### src/rtl/lifo_drain_ctrl.sv
// Pops N (or all) words from the stack and streams them top-first; first word valid 3 cycles after start.
// Backpressure: a 3-entry buffer absorbs the stack's read latency, and rd is throttled so the buffer never overflows.
module lifo_drain_ctrl #(
    parameter int DATA_W = 32,
    parameter int CNT_W  = 10
) (
    input  logic              clk,
    input  logic              rst,
    input  logic              start,
    input  logic [CNT_W-1:0]  pop_count,
    output logic              busy,
    output logic              done,
    output logic [CNT_W-1:0]  popped,
    output logic              lifo_rd,
    input  logic              lifo_empty,
    input  logic [DATA_W-1:0] lifo_data,
    output logic              m_valid,
    input  logic              m_ready,
    output logic [DATA_W-1:0] m_data
);

    typedef enum logic [1:0] {IDLE, DRAIN, DONE} state_t;

    state_t            state, state_nxt;
    logic [CNT_W-1:0]  target;
    logic [CNT_W-1:0]  issued;
    logic [CNT_W-1:0]  popped_q;
    logic              inflight;
    logic [1:0]        occ;
    logic [1:0]        head;
    logic [1:0]        tail;
    logic [DATA_W-1:0] fifo_mem [3];
    logic              rd_en;
    logic              pop;
    logic              finished;

    function automatic logic [1:0] ptr_inc(input logic [1:0] p);
        return (p == 2'd2) ? 2'd0 : p + 2'd1;
    endfunction

    assign pop = (occ != 2'd0) && m_ready;

    always_comb begin
        rd_en = 1'b0;
        if (state == DRAIN) begin
            rd_en = !lifo_empty
                 && (target == '0 || issued < target)
                 && (({1'b0, occ} + {2'b00, inflight}) < 3'd3);
        end
    end

    // Evaluated on post-update occupancy so done lands the cycle after the last handshake.
    always_comb begin
        finished = !inflight && !rd_en
                && (occ == 2'd0 || (occ == 2'd1 && pop))
                && (lifo_empty || (target != '0 && issued == target));
    end

    always_comb begin
        state_nxt = state;
        case (state)
            IDLE:    if (start)    state_nxt = DRAIN;
            DRAIN:   if (finished) state_nxt = DONE;
            DONE:    state_nxt = IDLE;
            default: state_nxt = IDLE;
        endcase
    end

    always_ff @(posedge clk) begin
        if (rst) begin
            state    <= IDLE;
            target   <= '0;
            issued   <= '0;
            popped_q <= '0;
            inflight <= 1'b0;
            occ      <= 2'd0;
            head     <= 2'd0;
            tail     <= 2'd0;
        end else begin
            state    <= state_nxt;
            inflight <= rd_en;
            if (state == IDLE && start) begin
                target   <= pop_count;
                issued   <= '0;
                popped_q <= '0;
            end else begin
                if (rd_en) issued   <= issued + CNT_W'(1);
                if (pop)   popped_q <= popped_q + CNT_W'(1);
            end
            if (inflight) tail <= ptr_inc(tail);
            if (pop)      head <= ptr_inc(head);
            if (inflight && !pop)      occ <= occ + 2'd1;
            else if (!inflight && pop) occ <= occ - 2'd1;
        end
    end

    always_ff @(posedge clk) begin
        if (inflight) fifo_mem[tail] <= lifo_data;
    end

    assign busy    = (state != IDLE);
    assign done    = (state == DONE);
    assign popped  = popped_q;
    assign lifo_rd = rd_en;
    assign m_valid = (occ != 2'd0);
    assign m_data  = m_valid ? fifo_mem[head] : '0;

endmodule

### config.mk
export PLATFORM = sky130hd
export DESIGN_NAME = lifo_drain_ctrl
export DESIGN_NICKNAME = d
export VERILOG_FILES = /design/src/rtl/lifo_drain_ctrl.sv
export SDC_FILE = /design/constraint.sdc
export NUM_CORES = 1
export LEC_CHECK = 0
export ABC_AREA = 1
export BUFFER_PORTS_ARGS = -buffer_cell sky130_fd_sc_hd__clkbuf_2
export CAP_MARGIN = 10
export CORE_MARGIN = 4
export CORE_UTILIZATION = 45
export CTS_CLUSTER_DIAMETER = 50
export DETAILED_ROUTE_END_ITERATION = 8
export GPL_ROUTABILITY_DRIVEN = 0
export PLACE_DENSITY = 0.68
export SLEW_MARGIN = 20
export SYNTH_ARGS = -nofsm -noshare
export SYNTH_HDL_FRONTEND = slang
export SYNTH_SLANG_ARGS = --single-unit
### constraint.sdc
create_clock -name clk -period 3.5 [get_ports clk]
set_clock_uncertainty 0.2 [all_clocks]
set_input_delay 0.35 -clock clk [delete_from_list [all_inputs] [get_ports clk]]
set_output_delay 0.35 -clock clk [all_outputs]
set_load 0.03 [all_outputs]
# After elaboration in Yosys (flattened, before gate mapping)
# Memories as Yosys holds them, arrays and structs flattened. A register that Yosys moved wholly into a read port is not among the register bits.
# Cells that the tools add are included.
# word_totals
out_inout_bits,46
mem_count,1
inputBits,47
word_cells,66
regBits,39
mem_bits_rw,96
# classes
eq_ne,8
order_cmp,2
muxes,13
addsub,7
reduce_logical,27
# memory_table
name,depth,width,read_ports,rd_ports_with_merged_regs,wr,line_no,text
fifo_mem,3,32,1,1,1,32,logic [DATA_W-1:0] fifo_mem [3];
# op_table
cell,count
2-to-1 mux 32 bit,1
"adder 10 x 1 -> 10 bit, second input constant",2
2-to-1 mux 2 bit,8
logical AND 1 bit,11
== test 10 bit,1
zero test 10 bit,1
less-than comparator 10 bit,1
nonzero test 10 bit,1
"adder 2 x 1 -> 2 bit, second input constant",3
"== test 2 bit, second input constant",3
nonzero test 2 bit,3
"== test 2 x 1 -> 1 bit, second input constant",2
zero test 1 bit,4
zero test 2 bit,2
"inequality test 2 bit, second input constant",2
case mux 2 bit (2 select lines),1
adder 2 x 1 -> 3 bit,1
logical OR 1 bit,3
"less-than comparator 3 x 2 -> 1 bit, second input constant",1
2-to-1 mux 1 bit,3
AND reduction 2 bit,1
OR reduction 2 bit,1
"subtractor 2 x 1 -> 2 bit, second input constant",1

# Depth between registers and ports, before layout
# depth
ltp_word,11
depth_mapped,13
depth_no_buf,13

# Worst setup path after synthesis
# OpenSTA, ideal clock, no wires.
# synth_timing
path_kind,reg-to-reg
from,register inflight
to,"memory fifo_mem[0][0], enable pin"
required_ps,2836
path_slack_ps,149
arrival_time_ps,2687
n_path_buf,0
stages_incl_launch_ff,3
path_cell_list,dfxtp_1 -> inv_1 -> nor3_1
# synth_between
elab_chain_len,2
# synth_rtl
item,line_no,text
from (decl),28,logic inflight;
from (signal assigned),81,inflight <= rd_en;
2-to-1 mux 1 bit,98,if (inflight) fifo_mem[tail] <= lifo_data;
2-to-1 mux 1 bit (implied by the code),98,
to (decl),32,
# No other way between the ends.

==> metrics.cfg <==
[status]
status=completed

[synthesis]
syn_area_per_cell_um2=10.8
ys_ff_latch=137
yosysUniqueCellTypes=30
synth_cells=561
synth_warnings=0
ys_seq_area_share_pct=61.1
syn_area_um2=6060
synthesis.nets=625

[grt]
first_global_vias=4167
antenna_found_initial=0
grt.total_usage_pct=16.8
grt_first_pass_wirelength_um=19800
grt_overflow=0
grt_max_degree=65

[power_and_ir_drop]
switching_share_pct=30.4
p_leak_uw=0.00335
comb_power_share_pct=22.1
switchingPower_uw=1440
intPower_uw=3290
powerDensity_nw_per_um2=620
peakVddDrop_v=0.000295
p_clk_share_pct=37.8
finalPower_uw=4730
p_seq_share_pct=40.1

[floorplan]
num_io_pins=93
die_h_um=124
core_area_um2=13200
start_util_pct=45.8
fp.dieW_um=124
dieArea_um2=15400
rows=42

[sta]
tightest_slew_ns=1.01
min_period_ns=2.82
setup_violations=0
period_share_pct=80.5
tns_ns=0
hold_violations=0
rsz0062_at_grt=false
slew_violations=0
slew_headroom_pct=32.8
worst_slack_ns=0.683
fmaxAchievable_mhz=355

[routing]
drc_errors=0
ant_nets=0
wl_per_cell_um=14.0
routed_wl_um=12300
vias=4194
first_pass_iters=4
drt_iter0_markers=256
viasPerCell=4.77

[cts]
numCtsBuffers=17
tritoncts=done
postCtsResizedCells=0
cts_buffer_depth=2
clk_latency_ns=0.41
clock-root-buffer=clkbuf_16
cts_max_level=4
clock-sinks=137
clkTransAtPathRegs_ns=0.06

[placed_design]
hpwl_um=8210
io_buffers=92
dp_slack_ns=1.08
dp.cells=814

[critical_path]
worstPathRequired_ns=2.95
crit_path_top_delay_cell=dfxtp_2
end_kind=primary output
crit_path_max_fanout=32
slowest_delay_ns=0.91
cp_num_buf_inv=2
worstPathArrival_ns=2.27
crit_chain=mux2_2, o21ai_0, inv_1, clkbuf_2
r2r_slack_ns=1.40
critical_path_class=flip-flop to primary output
path_delay_family=flip-flops
critPathLaunchType=flip-flop

[final_layout]
drive_gt1_share_pct=24.2
seq_area_um2=3710
antenna_cells=0
layout.nets=754
n_fill_cell=1123
area_growth_pct=25.9
stdcell_count=879
multi_input_area_um2=1880

[flow_run]
max_cap_viol_count=0

[hold_path]
hp-class=input pin to flip-flop

## layout make-up
class	count	area share [%]
flip-flops and latches	137	48.5
multi-input cells	297	24.6
repair buffers	130	10.8
clock buffers	22	5.95
inverters	107	5.26
well taps	176	2.88
clock inverters	10	1.88
## kinds of logic (layout without fill, tap and decap cells)
family,Yosys count,count (layout),share of synthesized area [%]
flops,137,137,61.1
buf+inv,127,269,8.21
simple gates,124,124,9.94
compound gates,112,112,9.59
mux,32,32,5.94
fa+ha+maj,17,17,3.51
xor+xnor,12,12,1.73
## power groups by stage
stage	logic, µW	registers (µW)	clock network, µW
2_1_floorplan	814	1850	0
3_3_place_gp	998	1930	0
3_5_place_dp	1020	1930	0
4_1_cts	1060	1900	1820
5_1_grt	1170	1910	1900
6_report	1050	1900	1790
## timing repair
action / in CTS / in global routing
buffers inserted: 0 / 0
hold endpoints to repair: 97 / 0
hold buffers: 33 / 0
## synthesized netlist by cell type (all sizes together)
library cell	number	area share [%]
nand4	1	0.10
buf	8	0.85
a21boi	1	0.31
nor2	33	2.6
nand2	61	4.1
clkbuf	12	0.74
a211oi	1	0.12
nand3	22	2.3
a21oi	62	5.1
ha	17	3.5
o21ai	47	3.9
xor2	7	1.0
nor3	7	0.91
xnor2	5	0.72
dfxtp	41	14
o211a	1	0.17
edfxtp	96	48
mux2	32	5.9
inv	107	6.6
## state kept, by name (all words and copies together), names as in the netlist, named ones only
| signal | count |
|---|---|
| occ | 2 |
| tail | 2 |
| target | 10 |
| issued | 10 |
| fifo_mem | 96 |
| inflight | 1 |
| popped | 10 |
| state | 2 |
| head | 2 |
## per-stage QoR
| step | instance area, µm² | hold WS, ns | utilization, % |
|---|---|---|---|
| after global placement | 6710 | 0.265 | 50.6 |
| after global routing | 7630 | 0.0360 | 57.7 |
| final | 7630 | 0.0281 | 57.7 |
| after floorplan | 6060 | 0.248 | - |
| after detailed placement | 6710 | 0.287 | 50.6 |
| after CTS | 7630 | 0.000696 | 57.7 |
## per-layer routing
metal / part of all wire [%] / wire length (µm) / up-vias / track usage, %
met5: 0 / 0 / - / 0
met4: 1.5 / 190 / 0 / 6.02
met3: 4.6 / 565 / 14 / 5.09
met2: 50 / 6120 / 90 / 27.9
met1: 44 / 5410 / 1959 / 20.9
li1: - / - / 2131 / -
## worst register-to-register path: stages (launching register included)
cell and delay (ns):
dfxtp_1 0.36, inv_1 0.09, ha_1 0.37, nor2_8 0.25, inv_1 0.12, ha_1 0.34, o21ai_0 0.18, a21oi_1 0.07
## layout by cell type (no fill, tap or decap), drive strengths merged
| master | instances |
|---|---|
| o21ai | 47 |
| clkbuf | 114 |
| xor2 | 7 |
| clkinvlp | 3 |
| ha | 17 |
| nor2 | 33 |
| buf | 5 |
| a21oi | 62 |
| xnor2 | 5 |
| dlygate4sd3 | 33 |
| o211a | 1 |
| bufinv | 3 |
| nand2 | 61 |
| a21boi | 1 |
| clkinv | 3 |
| nand3 | 22 |
| nor3 | 7 |
| edfxtp | 96 |
| a211oi | 1 |
| dfxtp | 41 |
| mux2 | 32 |
| nand4 | 1 |
| inv | 108 |
## worst paths after layout
| check | start | to | depth (start not counted) |
|---|---|---|---|
| hold / removal | pop_count[4] | target[4]$_SDFFE_PP0P_ | 3 |
| setup reg to reg | occ[0]$_SDFFE_PP0P_ | occ[0]$_SDFFE_PP0P_ | 7 |
| setup / recovery | flip-flop | m_data[31] | 4 |
| hold reg to reg | target[7]$_SDFFE_PP0P_ | target[7]$_SDFFE_PP0P_ | 2 |
(Power assumes the default switching activity.)
